$ cat src/rtl/sram_fifo_ctrl.sv
// -----------------------------------------------------------------------------
// sram_fifo_ctrl
//
// Synchronous FIFO controller sitting directly upstream of a 1r1w SRAM wrapper
// (32x8, dual-bank). It accepts a valid/ready byte stream, writes it into the
// SRAM, reads it back in order and presents a valid/ready stream downstream.
// The one-cycle SRAM read latency is absorbed by a small output stage made of
// the read currently in flight plus a 2-entry holding buffer, so both sides
// sustain one word per cycle. Total capacity is RAM_DEPTH + 2 entries.
//
// Optional feature (compile-time macro SRAM_FIFO_WATERMARK_EN):
//   adds parameter AFULL_THRESH and outputs almost_full / overflow.
//
// Ports:
//   clk           clock for the controller and the SRAM
//   rst           synchronous reset, active-high
//   in_valid      upstream data valid
//   in_ready      space available in the SRAM (registered state only)
//   in_data       upstream data
//   out_valid     head of FIFO is valid
//   out_ready     downstream accepts the head
//   out_data      head data (holds its last value while empty)
//   mem_wen       SRAM write enable
//   mem_wpointer  SRAM write address
//   mem_wdata     SRAM write data
//   mem_ren       SRAM read enable
//   mem_rpointer  SRAM read address
//   mem_rdata     SRAM read data, valid one cycle after mem_ren
//   count         total entries held (SRAM + in-flight read + buffer)
//   almost_full   (macro only) registered, 1 when count >= AFULL_THRESH
//   overflow      (macro only) sticky, set by in_valid while in_ready=0
// -----------------------------------------------------------------------------
module sram_fifo_ctrl #(
  parameter int DATA_WIDTH   = 8,
  parameter int RAM_DEPTH    = 32,
  parameter int ADDR_WIDTH   = $clog2(RAM_DEPTH),
  parameter int CNT_WIDTH    = $clog2(RAM_DEPTH + 3)
`ifdef SRAM_FIFO_WATERMARK_EN
  ,
  parameter int AFULL_THRESH = RAM_DEPTH - 4
`endif
) (
  input  logic                  clk,
  input  logic                  rst,
  input  logic                  in_valid,
  output logic                  in_ready,
  input  logic [DATA_WIDTH-1:0] in_data,
  output logic                  out_valid,
  input  logic                  out_ready,
  output logic [DATA_WIDTH-1:0] out_data,
  output logic                  mem_wen,
  output logic [ADDR_WIDTH-1:0] mem_wpointer,
  output logic [DATA_WIDTH-1:0] mem_wdata,
  output logic                  mem_ren,
  output logic [ADDR_WIDTH-1:0] mem_rpointer,
  input  logic [DATA_WIDTH-1:0] mem_rdata,
  output logic [CNT_WIDTH-1:0]  count
`ifdef SRAM_FIFO_WATERMARK_EN
  ,
  output logic                  almost_full,
  output logic                  overflow
`endif
);

  // Pointers carry one extra wrap bit so full and empty are distinguishable.
  localparam logic [ADDR_WIDTH:0] DEPTH_PTR = (ADDR_WIDTH + 1)'(RAM_DEPTH);

  logic [ADDR_WIDTH:0]  wptr_reg, wptr_next;
  logic [ADDR_WIDTH:0]  rptr_reg, rptr_next;
  logic [ADDR_WIDTH:0]  mem_count;
  logic                 inflight_reg;
  logic [1:0]           buf_occ_reg, buf_occ_next;
  logic [DATA_WIDTH-1:0] buf_data_reg  [2];
  logic [DATA_WIDTH-1:0] buf_data_next [2];

  logic       wr_fire;
  logic       rd_fire;
  logic       pop;
  logic [1:0] stage_occ;   // buffered words + word returning this cycle
  logic [1:0] after_pop;   // output-stage occupancy once this cycle's pop is taken

  // ---------------------------------------------------------------------------
  // Write side, read issue and output stage
  // ---------------------------------------------------------------------------
  always_comb begin
    mem_count = wptr_reg - rptr_reg;

    // Depends only on registered pointers: a pop this cycle never frees space
    // for a write in the same cycle.
    in_ready  = (mem_count != DEPTH_PTR);
    wr_fire   = in_valid & in_ready;

    mem_wen      = wr_fire;
    mem_wpointer = wptr_reg[ADDR_WIDTH-1:0];
    mem_wdata    = in_data;

    // The word returning from the SRAM is logically the tail of the output
    // stage. When the buffer is empty it is presented at the head directly,
    // which gives the two-cycle write-to-output latency.
    out_valid = (buf_occ_reg != 2'd0) | inflight_reg;
    if ((buf_occ_reg == 2'd0) && inflight_reg) begin
      out_data = mem_rdata;
    end else begin
      out_data = buf_data_reg[0];
    end

    pop       = out_valid & out_ready;
    stage_occ = buf_occ_reg + {1'b0, inflight_reg};
    after_pop = stage_occ - {1'b0, pop};

    // Only issue a read if its data is guaranteed a buffer slot next cycle.
    // Registered mem_count means the word written this cycle is never the one
    // being read, so there is no same-address collision.
    rd_fire      = (mem_count != '0) && (after_pop < 2'd2);
    mem_ren      = rd_fire;
    mem_rpointer = rptr_reg[ADDR_WIDTH-1:0];

    wptr_next    = wptr_reg + {{ADDR_WIDTH{1'b0}}, wr_fire};
    rptr_next    = rptr_reg + {{ADDR_WIDTH{1'b0}}, rd_fire};

    // Whatever is left in the output stage after the pop (including a
    // returning word that was not consumed) lands in the buffer.
    buf_occ_next = after_pop;

    buf_data_next[0] = buf_data_reg[0];
    buf_data_next[1] = buf_data_reg[1];
    case (buf_occ_reg)
      2'd0: begin
        // Capture the returning word even if it was popped straight through,
        // so out_data keeps showing the last delivered value while empty.
        if (inflight_reg) begin
          buf_data_next[0] = mem_rdata;
        end
      end
      2'd1: begin
        if (pop) begin
          if (inflight_reg) begin
            buf_data_next[0] = mem_rdata;
          end
        end else if (inflight_reg) begin
          buf_data_next[1] = mem_rdata;
        end
      end
      default: begin
        // Buffer full implies no read in flight; a pop just shifts.
        if (pop) begin
          buf_data_next[0] = buf_data_reg[1];
        end
      end
    endcase

    count = CNT_WIDTH'(mem_count) + CNT_WIDTH'(inflight_reg) + CNT_WIDTH'(buf_occ_reg);
  end

  // ---------------------------------------------------------------------------
  // State registers. Reset drops any read in flight: clearing inflight_reg
  // makes the next mem_rdata beat irrelevant.
  // ---------------------------------------------------------------------------
  always_ff @(posedge clk) begin
    if (rst) begin
      wptr_reg     <= '0;
      rptr_reg     <= '0;
      inflight_reg <= 1'b0;
      buf_occ_reg  <= 2'd0;
    end else begin
      wptr_reg     <= wptr_next;
      rptr_reg     <= rptr_next;
      inflight_reg <= rd_fire;
      buf_occ_reg  <= buf_occ_next;
    end
  end

  generate
    for (genvar gi = 0; gi < 2; gi++) begin : g_buf
      always_ff @(posedge clk) begin
        if (rst) begin
          buf_data_reg[gi] <= '0;
        end else begin
          buf_data_reg[gi] <= buf_data_next[gi];
        end
      end
    end
  endgenerate

`ifdef SRAM_FIFO_WATERMARK_EN
  // ---------------------------------------------------------------------------
  // Watermark / overflow flags. almost_full is registered from the next-state
  // occupancy so it lines up with count in the same cycle.
  // ---------------------------------------------------------------------------
  logic [ADDR_WIDTH:0]  mem_count_next;
  logic [CNT_WIDTH-1:0] count_next;
  logic                 almost_full_reg;
  logic                 overflow_reg;

  always_comb begin
    mem_count_next = wptr_next - rptr_next;
    count_next     = CNT_WIDTH'(mem_count_next) + CNT_WIDTH'(rd_fire) + CNT_WIDTH'(after_pop);
  end

  always_ff @(posedge clk) begin
    if (rst) begin
      almost_full_reg <= 1'b0;
      overflow_reg    <= 1'b0;
    end else begin
      almost_full_reg <= (count_next >= CNT_WIDTH'(AFULL_THRESH));
      overflow_reg    <= overflow_reg | (in_valid & ~in_ready);
    end
  end

  assign almost_full = almost_full_reg;
  assign overflow    = overflow_reg;
`endif

endmodule

$ cat config.mk
export PLATFORM = sky130hd
export DESIGN_NAME = sram_fifo_ctrl
export DESIGN_NICKNAME = d
export VERILOG_FILES = /design/src/rtl/sram_fifo_ctrl.sv
export SDC_FILE = /design/constraint.sdc
export NUM_CORES = 1
export LEC_CHECK = 0
export CAP_MARGIN = 10
export CORE_ASPECT_RATIO = 1.75
export CORE_MARGIN = 4
export CORE_UTILIZATION = 51
export DETAILED_ROUTE_END_ITERATION = 10
export PLACE_DENSITY_LB_ADDON = 0.15
export SYNTH_ARGS = -nofsm -noshare
export SYNTH_HDL_FRONTEND = slang
export SYNTH_SLANG_ARGS = --single-unit
$ cat constraint.sdc
create_clock -name clk -period 4.4 [get_ports clk]
set_input_delay 0.88 -clock clk [delete_from_list [all_inputs] [get_ports clk]]
set_output_delay 0.88 -clock clk [all_outputs]
set_load 0.02 [all_outputs]
==> results of run 1 <==
-- cells in the mapped netlist, types with 2 or more instances --
cell and instances:
a21o_1 2, a21oi_1 2, mux2_2 8, dfxtp_1 31
xnor2_1 13, nor2_1 27, and2_1 2, nand2_1 2
fa_1 3, a211oi_1 8, buf_2 2, nor2b_1 7
nand3_1 5, mux2i_1 16, ha_1 12, o21ai_0 3
inv_1 10, xor2_1 6, buf_4 18, clkbuf_1 3
nor3_1 4
-- cells by family (layout without fill, tap and decap cells) --
kind of cell	after synthesis	after routing
AND/OR/NAND/NOR	53	53
buffers and inverters	34	59
flip-flops	31	31
multiplexers	24	24
AO/OA/AOI/OAI	22	22
XOR/XNOR	19	19
adder cells (fa/ha/maj)	15	15
-- power groups by stage --
stage / Clock (W) / Combinational, W / Sequential [W]
after floorplan: 0 / 0.000712 / 0.000381
after global placement: 0 / 0.00105 / 0.000384
after detailed placement: 0 / 0.00107 / 0.000388
after CTS: 0.000294 / 0.00108 / 0.000382
after global routing: 0.000310 / 0.00117 / 0.000391
final: 0.000288 / 0.00107 / 0.000382
-- per-layer routing --
layer  routed length (µm)  part of all wire, %
met1                 1450                   38
met2                 2150                   56
met3                  173                  4.5
met4                   52                  1.4
met5                    0                    0
-- path summary, 6_finish.rpt --
kind                                         start                 end  slack (ns)  depth (start not counted)
worst min register to register  buf_data_reg[0][2]  buf_data_reg[0][2]        0.50                          2
worst max register to register         wptr_reg[0]         rptr_reg[5]        1.32                         14
worst max-delay path                     out_ready             mem_ren        0.21                          9
worst min-delay path            buf_data_reg[0][2]  buf_data_reg[0][2]        0.50                          2
-- worst min-delay path: cells and delay by family, from the launching register on --
family             cells  cell delay (ns)
AOI/OAI and AO/OA      1             0.05
DFF                    1             0.31
and+or+nand+nor        1             0.10
-- stage by stage --
stage | util, % | instances | instance area [µm²] | setup WS (ns)
after floorplan | - | 198 | 1870 | 1.10
after global placement | 62.5 | 260 | 2170 | 0.238
after detailed placement | 62.5 | 260 | 2170 | 0.203
after CTS | 65.9 | 268 | 2280 | 0.200
after global routing | 65.9 | 268 | 2280 | 0.0581
final | 65.9 | 268 | 2280 | 0.208
-- cell type report --
cell class / count / share of cell area [%]
inverters: 11 / 1.81
well taps: 45 / 2.46
clock buffers: 6 / 3.61
multi-input cells: 133 / 46.0
clock inverters: 2 / 1.53
repair buffers: 40 / 17.4
flip-flops and latches: 31 / 27.2
==> results.txt, run 1 <==
DR iter-0 viols - 15
Core Box Area - 3470 µm²
Crit path buffers/inverters - 3
Clk_lat worst skew - 0.28 ns
Slowest stage cell, crit path - clkdlybuf4s50_1
Storage cell area - 621 µm²
Crit Path Class - primary input to primary output
Pins Over Slew Limit - 0
Busiest metal layer after global routing - met2
Pre-antenna DRT Iters - 4
Met3 usage - 5.62%
Commonest non-fill, non-tap cell in the layout - clkdlybuf4s50_1
Chip Width - 53.8 µm
Post-Syn Instances - 198
H-Tree Depth - 2
Starting Density - 53.9%
Ant. Diodes - 0
Synth warnings - 0
Synth area leaders - dfxtp_1 33%, mux2i_1 8.6%, ha_1 8.0%
I/O Buffers - 39
Row count - 28
Number of hold violations in the final report - 0
Total Wirelength - 3830 µm
VDD IR max - 0.460 mV
Yosys top cell area share - 33.2%
Dpl hpwl - 3000 µm
Max Cap Viol - 0
Asr flop ratio synth - 0%
Int Pwr - 0.00103 W
Final setup skew - 0.00580 ns
Worst EP required - 3.52 ns
Largest family of logic cells by synthesized area - simple AND/OR/NAND/NOR gates
Xor/xnor cell area share of the yosys netlist - 8.90%
Headroom to the max-slew limit - 26.2%
RSZ-0062 raised after global routing - no
Critical path's top delay family - buffers and inverters
GPL Wtd Cong - 0.719
Setup_tns - 0 ns
Cell area after synthesis - 1870 µm²
Critical Path AT - 3.31 ns
Actual slew at the worst max-slew pin - 1.10 ns
Root Buffer - clkbuf_8
Worst-path fanout max - 3
Fin crit period - 4.19 ns
Mux contribution to synthesized area - 13.4%
EDFF count, synth - 0
Global-route usage over all layers - 18.8%
Largest register FFs - 16
Worst path max stage delay - 0.66 ns
Synth Area per Inst - 9.44 µm²
Fill count - 281
Wire per inst - 14.3 µm
Chip Height - 88.1 µm
Num CTS Buffers - 5
DR vias - 1385
Clock sinks - 31
Synth-to-Final Area Change - 22.2%
Synth Flop Type - dfxtp_1
Seq pwr share - 22.0%
Power per cell area - 761 nW/µm²
Resized Gates After CTS - 0
Number of global-route vias before repair - 1450
Leakage - 0.887 nW
Psw - 0.000704 W
Worst Hold Class - flip-flop to flip-flop
Area of the multi-input gates - 1050 µm²
Die area - 4740 µm²
Fmax achieved - 0.239 GHz
Register area share after synthesis - 33.2%
Met2 usage - 34.3%
Tot Pwr - 0.00174 W
Fin crit share - 95.3%
Synth Area in Compound Gates - 8.37%
Post-CTS Setup Inserts - 0
Cts hold-fix bufs - 0
Grt met1 use - 19.9%
Adder-Cell Fraction of Synth Area - 11.2%
DRC viols - 0
Unique cell type count in the Yosys netlist - 35
Largest net degree at the start of global routing - 32
First-pass GRT wire length - 6580 µm
CP Cell Sequence - clkdlybuf4s50_1 -> and2_1 -> ha_1 -> inv_1 -> ha_1 -> xor2_1 -> xnor2_1 -> a21boi_0 -> clkdlybuf4s50_1
Post-DR vias/cell - 5.17
Startpoint Class - primary input
Largest area contributor in the netlist - dfxtp_1
CTS tree - yes
Clock power share - 16.6%
Synthesized flop and latch total - 31
Simple-Gate Fraction of Synth Area - 14.3%
Status - complete, no violations
# IOs - 56
Final nets - 257
Hold_ws - 0.504 ns
Initial antenna violation count - 0
Antenna-violating nets left - 0
Switching share of power - 40.5%
Ratio of cells with drive above 1 in the final layout - 8.97%
Syn nets - 233
Worst Setup End Kind - primary output
Power share of the combinational group - 61.5%
Final setup vio count - 0
Global route total overflow - 0
Clk slew on worst S/H paths - 0.06 ns
CTS max path bufs - 2
Commonest non-fill, non-tap cells in the layout - 39 x clkdlybuf4s50_1, 31 x dfxtp_1, 27 x nor2_1, 16 x mux2i_1, 13 x xnor2_1
Power figures use the tool's default switching activity.
==> run 2: changes to the inputs <==
--- a/config.mk
+++ b/config.mk
@@ -11,6 +11,7 @@
 export CORE_UTILIZATION = 51
 export DETAILED_ROUTE_END_ITERATION = 10
 export PLACE_DENSITY_LB_ADDON = 0.15
+export SLEW_MARGIN = 0
 export SYNTH_ARGS = -nofsm -noshare
 export SYNTH_HDL_FRONTEND = slang
 export SYNTH_SLANG_ARGS = --single-unit
==> results of run 2 <==
No change in the layout: final DEF, timing and power equal those of run 1.
